--- config.mk ---
export PLATFORM = sky130hd
export DESIGN_NAME = uart_rx_fifo_flat
export DESIGN_NICKNAME = d
export VERILOG_FILES = /design/src/rtl/uart_rx_fifo_if.sv /design/src/rtl/uart_rx_fifo.sv /design/src/flat_wrapper.sv
export SDC_FILE = /design/constraint.sdc
export NUM_CORES = 1
export LEC_CHECK = 0
export ABC_AREA = 1
export BUFFER_PORTS_ARGS = -buffer_cell sky130_fd_sc_hd__buf_2
export CORE_ASPECT_RATIO = 1.25
export CORE_MARGIN = 2
export CORE_UTILIZATION = 52
export CTS_CLUSTER_SIZE = 16
export DETAILED_ROUTE_END_ITERATION = 6
export GPL_TIMING_DRIVEN = 1
export HOLD_SLACK_MARGIN = 0.1
export PLACE_DENSITY = 0.8
export SYNTH_ARGS = -nofsm -noshare
export SYNTH_HDL_FRONTEND = slang
export SYNTH_SLANG_ARGS = --single-unit
--- constraint.sdc ---
create_clock -name clk_in -period 2.91 [get_ports clk_in]
set_input_delay 0.582 -clock clk_in [delete_from_list [all_inputs] [get_ports clk_in]]
set_output_delay 0.582 -clock clk_in [all_outputs]
set_load 0.005 [all_outputs]
--- src/rtl/uart_rx_fifo_if.sv ---
// Bundle of uart_rx_fifo's serial input, FIFO read port and status flags.
// parity_error is present only when UART_RX_PARITY_EN is defined.
interface uart_rx_fifo_if #(
  parameter int CNT_W = 5
);
  logic             rx_serial_data;
  logic             rd_en;
  logic [7:0]       data_out;
  logic             empty;
  logic             full;
  logic [CNT_W-1:0] data_count;
  logic             frame_error;
  logic             overflow_error;
`ifdef UART_RX_PARITY_EN
  logic             parity_error;
`endif

  modport master (
    output rx_serial_data, rd_en,
`ifdef UART_RX_PARITY_EN
    input  parity_error,
`endif
    input  data_out, empty, full, data_count, frame_error, overflow_error
  );

  modport slave (
    input  rx_serial_data, rd_en,
`ifdef UART_RX_PARITY_EN
    output parity_error,
`endif
    output data_out, empty, full, data_count, frame_error, overflow_error
  );
endinterface

--- src/rtl/uart_rx_fifo.sv ---
// 16x-oversampled UART receiver (8N1) feeding a synchronous byte FIFO.
// Define UART_RX_PARITY_EN for 8E1 frames with a parity_error pulse.
module uart_rx_fifo #(
  parameter int CLK_FREQ   = 50000000,
  parameter int BAUD       = 115200,
  parameter int FIFO_DEPTH = 16,
  parameter int CNT_W      = 5
) (
  input  logic          clk_in,
  input  logic          rst,
  uart_rx_fifo_if.slave bus
);
  localparam int DIV    = CLK_FREQ / (BAUD * 16);
  localparam int TICK_W = (DIV > 1) ? $clog2(DIV) : 1;
  localparam int AW     = $clog2(FIFO_DEPTH);

  typedef enum logic [2:0] {
    S_IDLE,
    S_START,
    S_DATA,
    S_STOP,
    S_BREAK
`ifdef UART_RX_PARITY_EN
    , S_PARITY
`endif
  } state_t;

  logic              r_rx_meta;
  logic              r_rx_sync;
  logic [TICK_W-1:0] r_tick_cnt;
  logic              w_tick;

  state_t            r_state;
  state_t            w_state_next;
  logic [3:0]        r_sample_cnt;
  logic [3:0]        w_sample_cnt_next;
  logic [2:0]        r_bit_cnt;
  logic [2:0]        w_bit_cnt_next;
  logic [7:0]        r_shift;
  logic [7:0]        w_shift_next;
  logic              r_wr_pend;
  logic              w_wr_pend_next;
  logic              r_frame_err;
  logic              w_frame_err_next;
`ifdef UART_RX_PARITY_EN
  logic              r_par_err;
  logic              w_par_err_next;
  logic              r_par_bad;
  logic              w_par_bad_next;
`endif

  logic [7:0]        r_mem [FIFO_DEPTH];
  logic [AW-1:0]     r_wr_ptr;
  logic [AW-1:0]     r_rd_ptr;
  logic [CNT_W-1:0]  r_count;
  logic [CNT_W-1:0]  w_count_next;
  logic              r_empty;
  logic              r_full;
  logic              r_ovf;
  logic [7:0]        r_data_out;
  logic              w_do_rd;
  logic              w_do_wr;

  always_ff @(posedge clk_in) begin
    if (rst) begin
      r_rx_meta <= 1'b1;
      r_rx_sync <= 1'b1;
    end else begin
      r_rx_meta <= bus.rx_serial_data;
      r_rx_sync <= r_rx_meta;
    end
  end

  assign w_tick = (r_tick_cnt == TICK_W'(DIV - 1));

  always_ff @(posedge clk_in) begin
    if (rst || w_tick) r_tick_cnt <= '0;
    else               r_tick_cnt <= r_tick_cnt + 1'b1;
  end

  always_ff @(posedge clk_in) begin
    if (rst) begin
      r_state      <= S_IDLE;
      r_sample_cnt <= '0;
      r_bit_cnt    <= '0;
      r_shift      <= '0;
      r_wr_pend    <= 1'b0;
      r_frame_err  <= 1'b0;
`ifdef UART_RX_PARITY_EN
      r_par_err    <= 1'b0;
      r_par_bad    <= 1'b0;
`endif
    end else begin
      r_state      <= w_state_next;
      r_sample_cnt <= w_sample_cnt_next;
      r_bit_cnt    <= w_bit_cnt_next;
      r_shift      <= w_shift_next;
      r_wr_pend    <= w_wr_pend_next;
      r_frame_err  <= w_frame_err_next;
`ifdef UART_RX_PARITY_EN
      r_par_err    <= w_par_err_next;
      r_par_bad    <= w_par_bad_next;
`endif
    end
  end

  // Each bit window is 16 ticks; data, parity and stop are sampled at count 15.
  always_comb begin
    w_state_next      = r_state;
    w_sample_cnt_next = r_sample_cnt;
    w_bit_cnt_next    = r_bit_cnt;
    w_shift_next      = r_shift;
    w_wr_pend_next    = 1'b0;
    w_frame_err_next  = 1'b0;
`ifdef UART_RX_PARITY_EN
    w_par_err_next    = 1'b0;
    w_par_bad_next    = r_par_bad;
`endif
    case (r_state)
      S_IDLE: begin
        if (!r_rx_sync) begin
          w_state_next      = S_START;
          w_sample_cnt_next = '0;
          w_bit_cnt_next    = '0;
`ifdef UART_RX_PARITY_EN
          w_par_bad_next    = 1'b0;
`endif
        end
      end
      S_START: begin
        if (w_tick) begin
          if (r_sample_cnt == 4'd7) begin
            w_sample_cnt_next = '0;
            w_state_next      = r_rx_sync ? S_IDLE : S_DATA;
          end else begin
            w_sample_cnt_next = r_sample_cnt + 4'd1;
          end
        end
      end
      S_DATA: begin
        if (w_tick) begin
          w_sample_cnt_next = r_sample_cnt + 4'd1;
          if (r_sample_cnt == 4'd15) begin
            w_shift_next   = {r_rx_sync, r_shift[7:1]};
            w_bit_cnt_next = r_bit_cnt + 3'd1;
            if (r_bit_cnt == 3'd7) begin
`ifdef UART_RX_PARITY_EN
              w_state_next = S_PARITY;
`else
              w_state_next = S_STOP;
`endif
            end
          end
        end
      end
`ifdef UART_RX_PARITY_EN
      S_PARITY: begin
        if (w_tick) begin
          w_sample_cnt_next = r_sample_cnt + 4'd1;
          if (r_sample_cnt == 4'd15) begin
            w_par_bad_next = ^{r_shift, r_rx_sync};
            w_par_err_next = ^{r_shift, r_rx_sync};
            w_state_next   = S_STOP;
          end
        end
      end
`endif
      S_STOP: begin
        if (w_tick) begin
          w_sample_cnt_next = r_sample_cnt + 4'd1;
          if (r_sample_cnt == 4'd15) begin
            if (r_rx_sync) begin
`ifdef UART_RX_PARITY_EN
              w_wr_pend_next = !r_par_bad;
`else
              w_wr_pend_next = 1'b1;
`endif
              w_state_next = S_IDLE;
            end else begin
              w_frame_err_next = 1'b1;
              w_state_next     = S_BREAK;
            end
          end
        end
      end
      S_BREAK: begin
        if (r_rx_sync) w_state_next = S_IDLE;
      end
      default: w_state_next = S_IDLE;
    endcase
  end

  // A read frees a slot in the same cycle, so a write into a full FIFO with rd_en is not an overflow.
  assign w_do_rd      = bus.rd_en && !r_empty;
  assign w_do_wr      = r_wr_pend && (!r_full || w_do_rd);
  assign w_count_next = r_count + CNT_W'(w_do_wr) - CNT_W'(w_do_rd);

  always_ff @(posedge clk_in) begin
    if (w_do_wr) r_mem[r_wr_ptr] <= r_shift;
  end

  always_ff @(posedge clk_in) begin
    if (rst) begin
      r_wr_ptr   <= '0;
      r_rd_ptr   <= '0;
      r_count    <= '0;
      r_empty    <= 1'b1;
      r_full     <= 1'b0;
      r_ovf      <= 1'b0;
      r_data_out <= 8'h00;
    end else begin
      if (w_do_wr) r_wr_ptr <= r_wr_ptr + 1'b1;
      if (w_do_rd) begin
        r_rd_ptr   <= r_rd_ptr + 1'b1;
        r_data_out <= r_mem[r_rd_ptr];
      end
      if (r_wr_pend && r_full && !w_do_rd) r_ovf <= 1'b1;
      r_count <= w_count_next;
      r_empty <= (w_count_next == '0);
      r_full  <= (w_count_next == CNT_W'(FIFO_DEPTH));
    end
  end

  assign bus.data_out       = r_data_out;
  assign bus.empty          = r_empty;
  assign bus.full           = r_full;
  assign bus.data_count     = r_count;
  assign bus.frame_error    = r_frame_err;
  assign bus.overflow_error = r_ovf;
`ifdef UART_RX_PARITY_EN
  assign bus.parity_error   = r_par_err;
`endif
endmodule

--- src/flat_wrapper.sv ---
// flat-port wrapper written by rule: the top's interface ports become plain ports
module uart_rx_fifo_flat 
#(
  parameter int CLK_FREQ   = 50000000,
  parameter int BAUD       = 115200,
  parameter int FIFO_DEPTH = 16,
  parameter int CNT_W      = 5
)
  (clk_in, rst, bus_rx_serial_data, bus_rd_en, bus_data_out, bus_empty, bus_full, bus_data_count, bus_frame_error, bus_overflow_error);
  uart_rx_fifo_if #(.CNT_W(CNT_W)) bus_i ();
  input  logic clk_in;
  input  logic rst;
  input wire logic [$bits(bus_i.rx_serial_data)-1:0] bus_rx_serial_data;
  input wire logic [$bits(bus_i.rd_en)-1:0] bus_rd_en;
  output wire logic [$bits(bus_i.data_out)-1:0] bus_data_out;
  output wire logic [$bits(bus_i.empty)-1:0] bus_empty;
  output wire logic [$bits(bus_i.full)-1:0] bus_full;
  output wire logic [$bits(bus_i.data_count)-1:0] bus_data_count;
  output wire logic [$bits(bus_i.frame_error)-1:0] bus_frame_error;
  output wire logic [$bits(bus_i.overflow_error)-1:0] bus_overflow_error;
  assign bus_i.rx_serial_data = bus_rx_serial_data;
  assign bus_i.rd_en = bus_rd_en;
  assign bus_data_out = bus_i.data_out;
  assign bus_empty = bus_i.empty;
  assign bus_full = bus_i.full;
  assign bus_data_count = bus_i.data_count;
  assign bus_frame_error = bus_i.frame_error;
  assign bus_overflow_error = bus_i.overflow_error;
  uart_rx_fifo #(.CLK_FREQ(CLK_FREQ), .BAUD(BAUD), .FIFO_DEPTH(FIFO_DEPTH), .CNT_W(CNT_W)) u_core (.clk_in(clk_in), .rst(rst), .bus(bus_i));
endmodule
Yosys cells after proc, flatten, opt, wreduce, memory -nomap -nowiden
Memories as Yosys holds them, arrays and structs flattened. A register that Yosys moved wholly into a read port is not among the register bits.
Cells that the tools add are included.
- reductions and logical operators: 19
- $add $sub $neg: 7
- mux-type cells: 25
- bitwise logic cells: 3
- eq/ne operators: 19
- operators by type and width (operator ; count):
    3-bit two-way mux ; 13
    2-bit by 1-bit != test with 1-bit output, second input constant ; 9
    4-bit two-way mux ; 4
    3-bit case mux with 5 select lines ; 1
    4-bit by 1-bit adder with 4-bit output, second input constant ; 3
    4-bit case mux with 3 select lines ; 1
    5-bit == test, second input constant ; 2
    9-bit AND reduction ; 1
    4-bit AND reduction ; 2
    3-bit by 2-bit == test with 1-bit output, second input constant ; 2
    3-bit == test, second input constant ; 2
    3-bit case mux with 2 select lines ; 1
    5-bit by 1-bit adder with 5-bit output ; 1
    5-bit by 1-bit adder with 5-bit output, second input constant ; 1
    5-bit zero test ; 1
    5-bit by 1-bit subtractor with 5-bit output ; 1
    4-bit by 3-bit == test with 1-bit output, second input constant ; 1
    4-bit == test, second input constant ; 1
    1-bit logical AND ; 4
    1-bit two-way mux ; 4
    4-bit OR reduction ; 1
    3-bit by 1-bit adder with 3-bit output, second input constant ; 1
    3-bit by 1-bit == test with 1-bit output, second input constant ; 1
    1-bit zero test ; 3
    9 further kinds ; 12
- RAM bits: 128
- input bits: 4
- flip-flop bits (word level): 43
- memories: 1
- memory list (memory ; words ; bits a word ; read ports ; clocked after memory_dff ; wr ports ; line ; RTL):
    u_core.r_mem ; 16 ; 8 ; 1 ; 1 ; 1 ; uart_rx_fifo.sv:52 ; logic [7:0] r_mem [FIFO_DEPTH];

Longest topological paths before layout
Gate-level depths: netlist of the first run.
- depth in word-level cells: 7
- depth in mapped cells: 15
- gate-level depth less buffers: 13

Worst setup path after synthesis of the first run
Ideal clock, no wire load.
- path kind: in2reg
- from: in bus_rd_en
- to: reg u_core.r_empty (netlist: u_core.bus.empty)
- arrival: 2499 ps
- path slack: 337 ps
- buffers on the path: 2
- setup time: 74 ps
- cell stages on the path: 12
- path through: nand2_1 -> inv_1 -> buf_2 -> buf_2 -> ha_1 -> inv_1 -> ha_1 -> fa_1 -> xor2_1 -> nor3_1 -> nand3_1 -> o21ai_0
- cells in the longest elaborated chain, start to end: 6
- ends and longest elaborated chain (element ; line ; RTL):
    start: declaration ; flat_wrapper.sv:14 ; input wire logic [$bits(bus_i.rd_en)-1:0] bus_rd_en;
    1-bit logical AND (*) ; uart_rx_fifo.sv:194 ; assign w_do_rd = bus.rd_en && !r_empty;
    named net u_core.w_do_rd ; uart_rx_fifo.sv:61 ; logic w_do_rd;
    1-bit logical OR ; uart_rx_fifo.sv:195 ; assign w_do_wr = r_wr_pend && (!r_full || w_do_rd);
    1-bit logical AND ; uart_rx_fifo.sv:195 ;
    5-bit by 1-bit adder with 5-bit output ; uart_rx_fifo.sv:196 ; assign w_count_next = r_count + CNT_W'(w_do_wr) - CNT_W'(w_do_rd);
    5-bit by 1-bit subtractor with 5-bit output (*) ; uart_rx_fifo.sv:196 ;
    5-bit zero test (*) ; uart_rx_fifo.sv:219 ; r_empty <= (w_count_next == '0);
    end signal: assignment ; uart_rx_fifo.sv:219 ;
    end: declaration ; uart_rx_fifo.sv:57 ; logic r_empty;
The timed path passes the listed nets; every way through them passes the cells marked *.
A chain may end at the register's enable or synchronous reset.

Final worst setup path of the first run
- from: reg u_core.r_empty (netlist: u_core.bus.empty)
- to: reg u_core.r_empty (netlist: u_core.bus.empty)
- cells in the longest elaborated chain, start to end: 7
- ends and longest elaborated chain (element ; line):
    1-bit zero test (*) ; uart_rx_fifo.sv:194
    1-bit logical AND (*) ; uart_rx_fifo.sv:194
    1-bit logical OR ; uart_rx_fifo.sv:195
    1-bit logical AND ; uart_rx_fifo.sv:195
    5-bit by 1-bit adder with 5-bit output ; uart_rx_fifo.sv:196
    5-bit by 1-bit subtractor with 5-bit output (*) ; uart_rx_fifo.sv:196
    5-bit zero test (*) ; uart_rx_fifo.sv:219
Mark *: on every way between the ends. The rest lies on a longest branch, timed or not.

==> results_dict.tcl, run 1 <==
set metrics [dict create \
    status "completed" \
    drv_slew 0 \
    fin_setup_tns_ps 0 \
    clkTransAtPathRegs_ps 60 \
    grt_remaining_overflow 0 \
    grt_pass1_vias 5045 \
    boundaryPins 21 \
    worstMarginPinSlew_ps 885 \
    grt_antenna_before_repair 0 \
    cts_tree "built" \
    pre_cts_slack_ps 374 \
    clock_latency_ps 430 \
    drt-initial-drc-count 539 \
    holdWs_ps 338 \
    maxCapViolCount 0 \
    yosys.area.top_type "edfxtp_1" \
    synthTopCellsByArea "edfxtp_1 51%, dfxtp_1 14%, nand2_1 11%" \
    route.detailed.drc 0 \
    rows 49 \
    cp.required_ps 3270 \
    clock_path_buffers 2 \
    ys_types 36 \
    ys_top_cells_by_count "211 x nand2_1, 128 x edfxtp_1, 117 x nand3_1, 64 x nor2_1, 51 x dfxtp_1" \
    firstDrtPassIters 5 \
    path_max_fanout 6 \
    cp_common_cell "inv_1" \
    place_area_um2 7700 \
    hold-path-cell-count 2 \
    period_minus_slack_ps 2190 \
    core_um2 14200 \
    slew_headroom_pct 40.9 \
    cts_buffers 17 \
    fin_nets 775 \
    grt_pass1_wl_um 26200 \
    final_util_pct 58.5 \
    ys_ff_latch 179 \
    final_cells 946 \
    place_congestion 0.846 \
    syn_nets 761 \
    die_w_um 111 \
    num_vias 5252 \
    post-cts-setup-buffers 0 \
    worstHoldPathType "input port to flip-flop" \
    worstSetupEndpointType "flip-flop" \
    viasPerCell 5.55 \
    ys.flop_type "edfxtp_1" \
    crit_family "adder cells" \
    drive_gt1_share_pct 9.77 \
    rsz0062_at_grt "false" \
    cp.buffers_inverters 3 \
    synth_edf_count 128 \
    start_util_pct 52.8 \
    leakagePower_nw 3.19 \
    hpwl_um 10500 \
    cts.sinks 179 \
    reg2reg_depth 11 \
    period_share_pct 75.3 \
    crit_chain "inv_1, nand2_1, inv_1, ha_1, inv_1, ha_1, fa_1, xor2_1, nor3_1, nand3_1, o21ai_0" \
    clockRootBuffer "clkbuf_16" \
    crit_type "flip-flop to flip-flop" \
    antenna_cells 0 \
    syn_area_um2 7510 \
    timing.rr.start "u_core.bus.empty" \
    ctsHoldBuffers 0 \
    worstReg2RegEnd "u_core.bus.empty" \
    ys_seq_area_share_pct 64.8 \
    syn_to_final_growth_pct 10.8 \
    netlist_instances 741 \
    htreeDepth 4 \
    ant_nets 0 \
    die_area_um2 15400 \
    grt_usage_pct 22.3 \
    skew_ps 12.9 \
    grt_max_degree 67 \
    setup_viol 0 \
    hp-start "bus_rx_serial_data" \
    wl_per_cell_um 17.3 \
    p_per_area_nw_per_um2 748 \
    dp.cells 914 \
    hold_violations 0 \
    synth.top_cell.area_share_pct 51.2 \
    cts_resized 0 \
    port_buffers 20 \
    syn_avg_cell_area_um2 10.1 \
    setup_ws_ps 719 \
    fmax_mhz 456 \
    crit_path_start_kind "flip-flop" \
    min_to "u_core.r_rx_meta" \
    finalInstanceArea_um2 8320 \
    cp.arrival_ps 2550 \
    yosys_warnings 0 \
    slowest_delay_ps 410 \
    r2r_slack_ps 720 \
    yosys.cell_count.top_type "nand2_1" \
    peakVddDrop_mv 0.422 \
    slowest_stage "fa_1" \
    totalPowerFinal_mw 6.22 \
    die_h_um 138 \
    wirelength_um 16400 \
    synth-async-reset-ratio_pct 0 \
]
-- flip-flops by register name (all words and copies together) (netlist names) --
register and cells:
u_core.r_sample_cnt 4, u_core.r_state 3, u_core.r_rd_ptr 4, u_core.bus.empty 1, u_core.r_wr_pend 1, u_core.bus.data_out 8, u_core.r_tick_cnt 5, u_core.r_bit_cnt 3
u_core.r_shift 8, u_core.bus.frame_error 1, u_core.r_mem 128, u_core.r_rx_sync 1, u_core.bus.full 1, u_core.r_rx_meta 1, u_core.bus.data_count 5, u_core.bus.overflow_error 1
u_core.r_wr_ptr 4
-- cell type report --
type                    instances  area (µm²)
fillers                      1178        5910
flip-flops and latches        179        4870
multi-input cells             481        2270
clock buffers                  19         433
well taps                     178         223
clock inverters                13         181
inverters                      48         180
repair buffers                 28         160
-- layout by cell type, fill, tap and decap left out, types with 2 or more instances in the layout --
cell type,Yosys,final
or2_2,2,2
clkinv_1,2,4
nor2_2,3,3
nor4_1,3,3
nand4_1,5,5
xor2_1,2,2
buf_4,7,8
nor3_1,3,3
edfxtp_1,128,128
a21oi_2,2,2
inv_2,3,3
a21oi_1,19,19
nand2_1,211,211
clkinvlp_4,0,3
inv_1,43,43
nor2_4,2,2
dfxtp_1,51,50
bufinv_16,0,4
nand2_2,4,4
nor2_1,64,64
clkbuf_16,0,17
ha_1,15,15
inv_6,0,2
nand3_1,117,117
clkbuf_1,5,2
o21ai_0,17,17
buf_2,18,20
xnor2_1,2,2
-- per-layer routing --
layer,vias up,part of all wire (%),GRT usage (%)
met2,241,53,40.1
li1,2524,-,-
met3,48,6.3,5.87
met4,0,3.7,9.03
met1,2439,37,25.2
met5,-,0,0
-- worst register-to-register path: stages, from the launching register on --
cell,delay [ps]
dfxtp_1,330
inv_1,40
nand2_1,150
inv_1,80
ha_1,280
inv_1,40
ha_1,200
fa_1,410
xor2_1,190
nor3_1,140
nand3_1,110
o21ai_0,160
-- power by group --
group	total, mW	switching, mW	internal, mW	leakage (nW)
Clock	2.37	0.938	1.44	0.289
Combinational	1.02	0.666	0.352	1.45
Sequential	2.83	0.0619	2.77	1.45
-- worst max-delay path by stage --
stage                                 from               end  slack (ps)  depth (start not counted)
after floorplan                  bus_rd_en  u_core.bus.empty         340                         12
after global placement           bus_rd_en  u_core.bus.empty         450                         11
after detailed placement         bus_rd_en  u_core.bus.empty         370                         11
after CTS                 u_core.bus.empty  u_core.bus.empty         690                         11
after global routing      u_core.bus.empty  u_core.bus.empty         490                         11
final                     u_core.bus.empty  u_core.bus.empty         720                         11
-- kinds of logic after synthesis --
kind of cell             after synthesis  synth area share, %
AO/OA/AOI/OAI                         43                 3.12
buffers and inverters                 81                 4.92
AND/OR/NAND/NOR                      418                 23.9
XOR/XNOR                               4                0.467
flip-flops                           179                 64.8
adder cells (fa/ha/maj)               16                 2.77
Note: power is estimated with default switching activity, not from simulation.
==> run 2, diff against run 1 <==
--- a/config.mk
+++ b/config.mk
@@ -14,7 +14,7 @@
 export DETAILED_ROUTE_END_ITERATION = 6
 export GPL_TIMING_DRIVEN = 1
 export HOLD_SLACK_MARGIN = 0.1
-export PLACE_DENSITY = 0.8
+export PLACE_DENSITY = 0.83
 export SYNTH_ARGS = -nofsm -noshare
 export SYNTH_HDL_FRONTEND = slang
 export SYNTH_SLANG_ARGS = --single-unit
==> constraint.sdc (replaced) <==
create_clock -name clk_in -period 1.9 [get_ports clk_in]
set_input_delay 0.38 -clock clk_in [delete_from_list [all_inputs] [get_ports clk_in]]
set_output_delay 0.38 -clock clk_in [all_outputs]
set_load 0.005 [all_outputs]
==> results_dict.tcl, run 2 (same netlist as run 1, synthesis figures left out) <==
set metrics [dict create \
    route.detailed.drc 0 \
    rows 49 \
    fin_setup_tns_ps -24.9 \
    port_buffers 20 \
    setup_ws_ps -24.9 \
    final_util_pct 60.8 \
    clock_path_buffers 2 \
    cts.sinks 179 \
    holdWs_ps 135 \
    htreeDepth 4 \
    clock_latency_ps 430 \
    p_sw_mw 2.61 \
    cp.required_ps 2260 \
    grt_pass1_vias 5202 \
    fmax_mhz 520 \
    hpwl_um 9950 \
    die_w_um 111 \
    pwr-share-clk_pct 36.6 \
    failed_checks "setup timing" \
    skew_ps 9.19 \
    crit_path_start_kind "flip-flop" \
    cts_buffers 17 \
    grt_max_degree 34 \
    crit_type "flip-flop to flip-flop" \
    wirelength_um 15900 \
    grt_usage_pct 21.2 \
    leakagePower_nw 3.38 \
    peakVddDrop_mv 0.947 \
    ant_nets 0 \
    worstMarginPinSlew_ps 711 \
    period_share_pct 101 \
    fin_nets 812 \
    drv_slew 0 \
    clkTransAtPathRegs_ps 60 \
    worstHoldPathType "input port to flip-flop" \
    path_max_fanout 3 \
    combPwrFrac_pct 18.0 \
    core_um2 14200 \
    cp.arrival_ps 2290 \
    slew_headroom_pct 52.6 \
    firstDrtPassIters 5 \
    p_per_area_nw_per_um2 1110 \
    ctsHoldBuffers 0 \
    pre_cts_slack_ps -230 \
    grt_antenna_before_repair 0 \
    dp.cells 945 \
    switching_share_pct 27.3 \
    antenna_cells 0 \
    grt_pass1_wl_um 25400 \
    rsz0062_at_grt "true" \
    drive_gt1_share_pct 15.3 \
    wl_per_cell_um 16.1 \
    grt_remaining_overflow 0 \
    largest_register_ffs 128 \
    boundaryPins 21 \
    place_congestion 0.857 \
    drt-initial-drc-count 444 \
    syn_to_final_growth_pct 15.1 \
    period_minus_slack_ps 1920 \
    die_h_um 138 \
    final_cell_mix "210 x nand2_1, 128 x edfxtp_1, 117 x nand3_1" \
    num_vias 5347 \
    largest_register "u_core.r_mem" \
    worstSetupEndpointType "flip-flop" \
    start_util_pct 52.8 \
    final_cells 982 \
    cts_tree "built" \
    final_common_cell "nand2_1" \
    hold_violations 0 \
    die_area_um2 15400 \
    maxCapViolCount 0 \
    status "complete, but fails checks" \
    p_int_mw 6.94 \
    setup_viol 1 \
    clockRootBuffer "clkbuf_16" \
    p_seq_share_pct 45.4 \
    viasPerCell 5.45 \
]
## run 2: cell count changes in the layout (fill, tap and decap cells not counted), sizes merged
| cell | change |
|---|---|
| buf | +37 |
| bufinv | -1 |
| clkbuf | -1 |
| clkinv | +2 |
| clkinvlp | -1 |
## run 2: stage by stage
stage                     total power, mW  area [µm²]
after floorplan                      5.63        7570
after global placement               6.01        8000
after detailed placement             6.08        8000
after CTS                            9.55        8600
after global routing                 9.98        8640
final                                9.56        8640
## run 2: area by class of cell
class                   count  area [µm²]
clock inverters            13         159
repair buffers             65         450
clock buffers              18         439
flip-flops and latches    179        4870
inverters                  48         185
multi-input cells         481        2320
well taps                 178         223
fillers                  1055        5580
## run 2: worst max-delay path, stage by stage (launching register included)
cell and delay [ps]:
dfxtp_2 350, inv_4 50, nand2_8 50, inv_4 40
ha_4 250, inv_2 30, ha_4 150, fa_2 350
a21oi_2 130, o21bai_1 80, xor2_1 190, nand2_1 100
nor2_1 90
## run 2: power by group through the flow
stage	combinational, mW	sequential, mW	clock (mW)
3_3_place_gp	1.60	4.41	0
2_1_floorplan	1.23	4.40	0
6_report	1.72	4.34	3.50
3_5_place_dp	1.67	4.41	0
5_1_grt	1.93	4.35	3.69
4_1_cts	1.70	4.33	3.52
## run 2: layer usage
layer	share of wire (%)	up-vias	routed length, µm	track usage [%]
li1	-	2600	-	-
met1	38	2516	5960	24.4
met2	52	188	8290	36.6
met3	6.1	43	967	4.91
met4	4.0	0	637	11.2
met5	0	-	0	0
## run 2: timing repair
item / CTS / global route
setup buffers: 0 / 6
endpoints found under the setup margin: 3 / 7
resized for setup: 1 / 1
pin swaps: 3 / 1
## run 2: final timing paths
check                           cells after the start               end               start  slack [ps]
worst max-delay path                               12   u_core.bus.full    u_core.bus.empty         -20
worst min-delay path                                2  u_core.r_rx_meta  bus_rx_serial_data         130
worst max register to register                     12   u_core.bus.full    u_core.bus.empty         -20
worst min register to register                      1  u_core.r_rx_sync    u_core.r_rx_meta         420
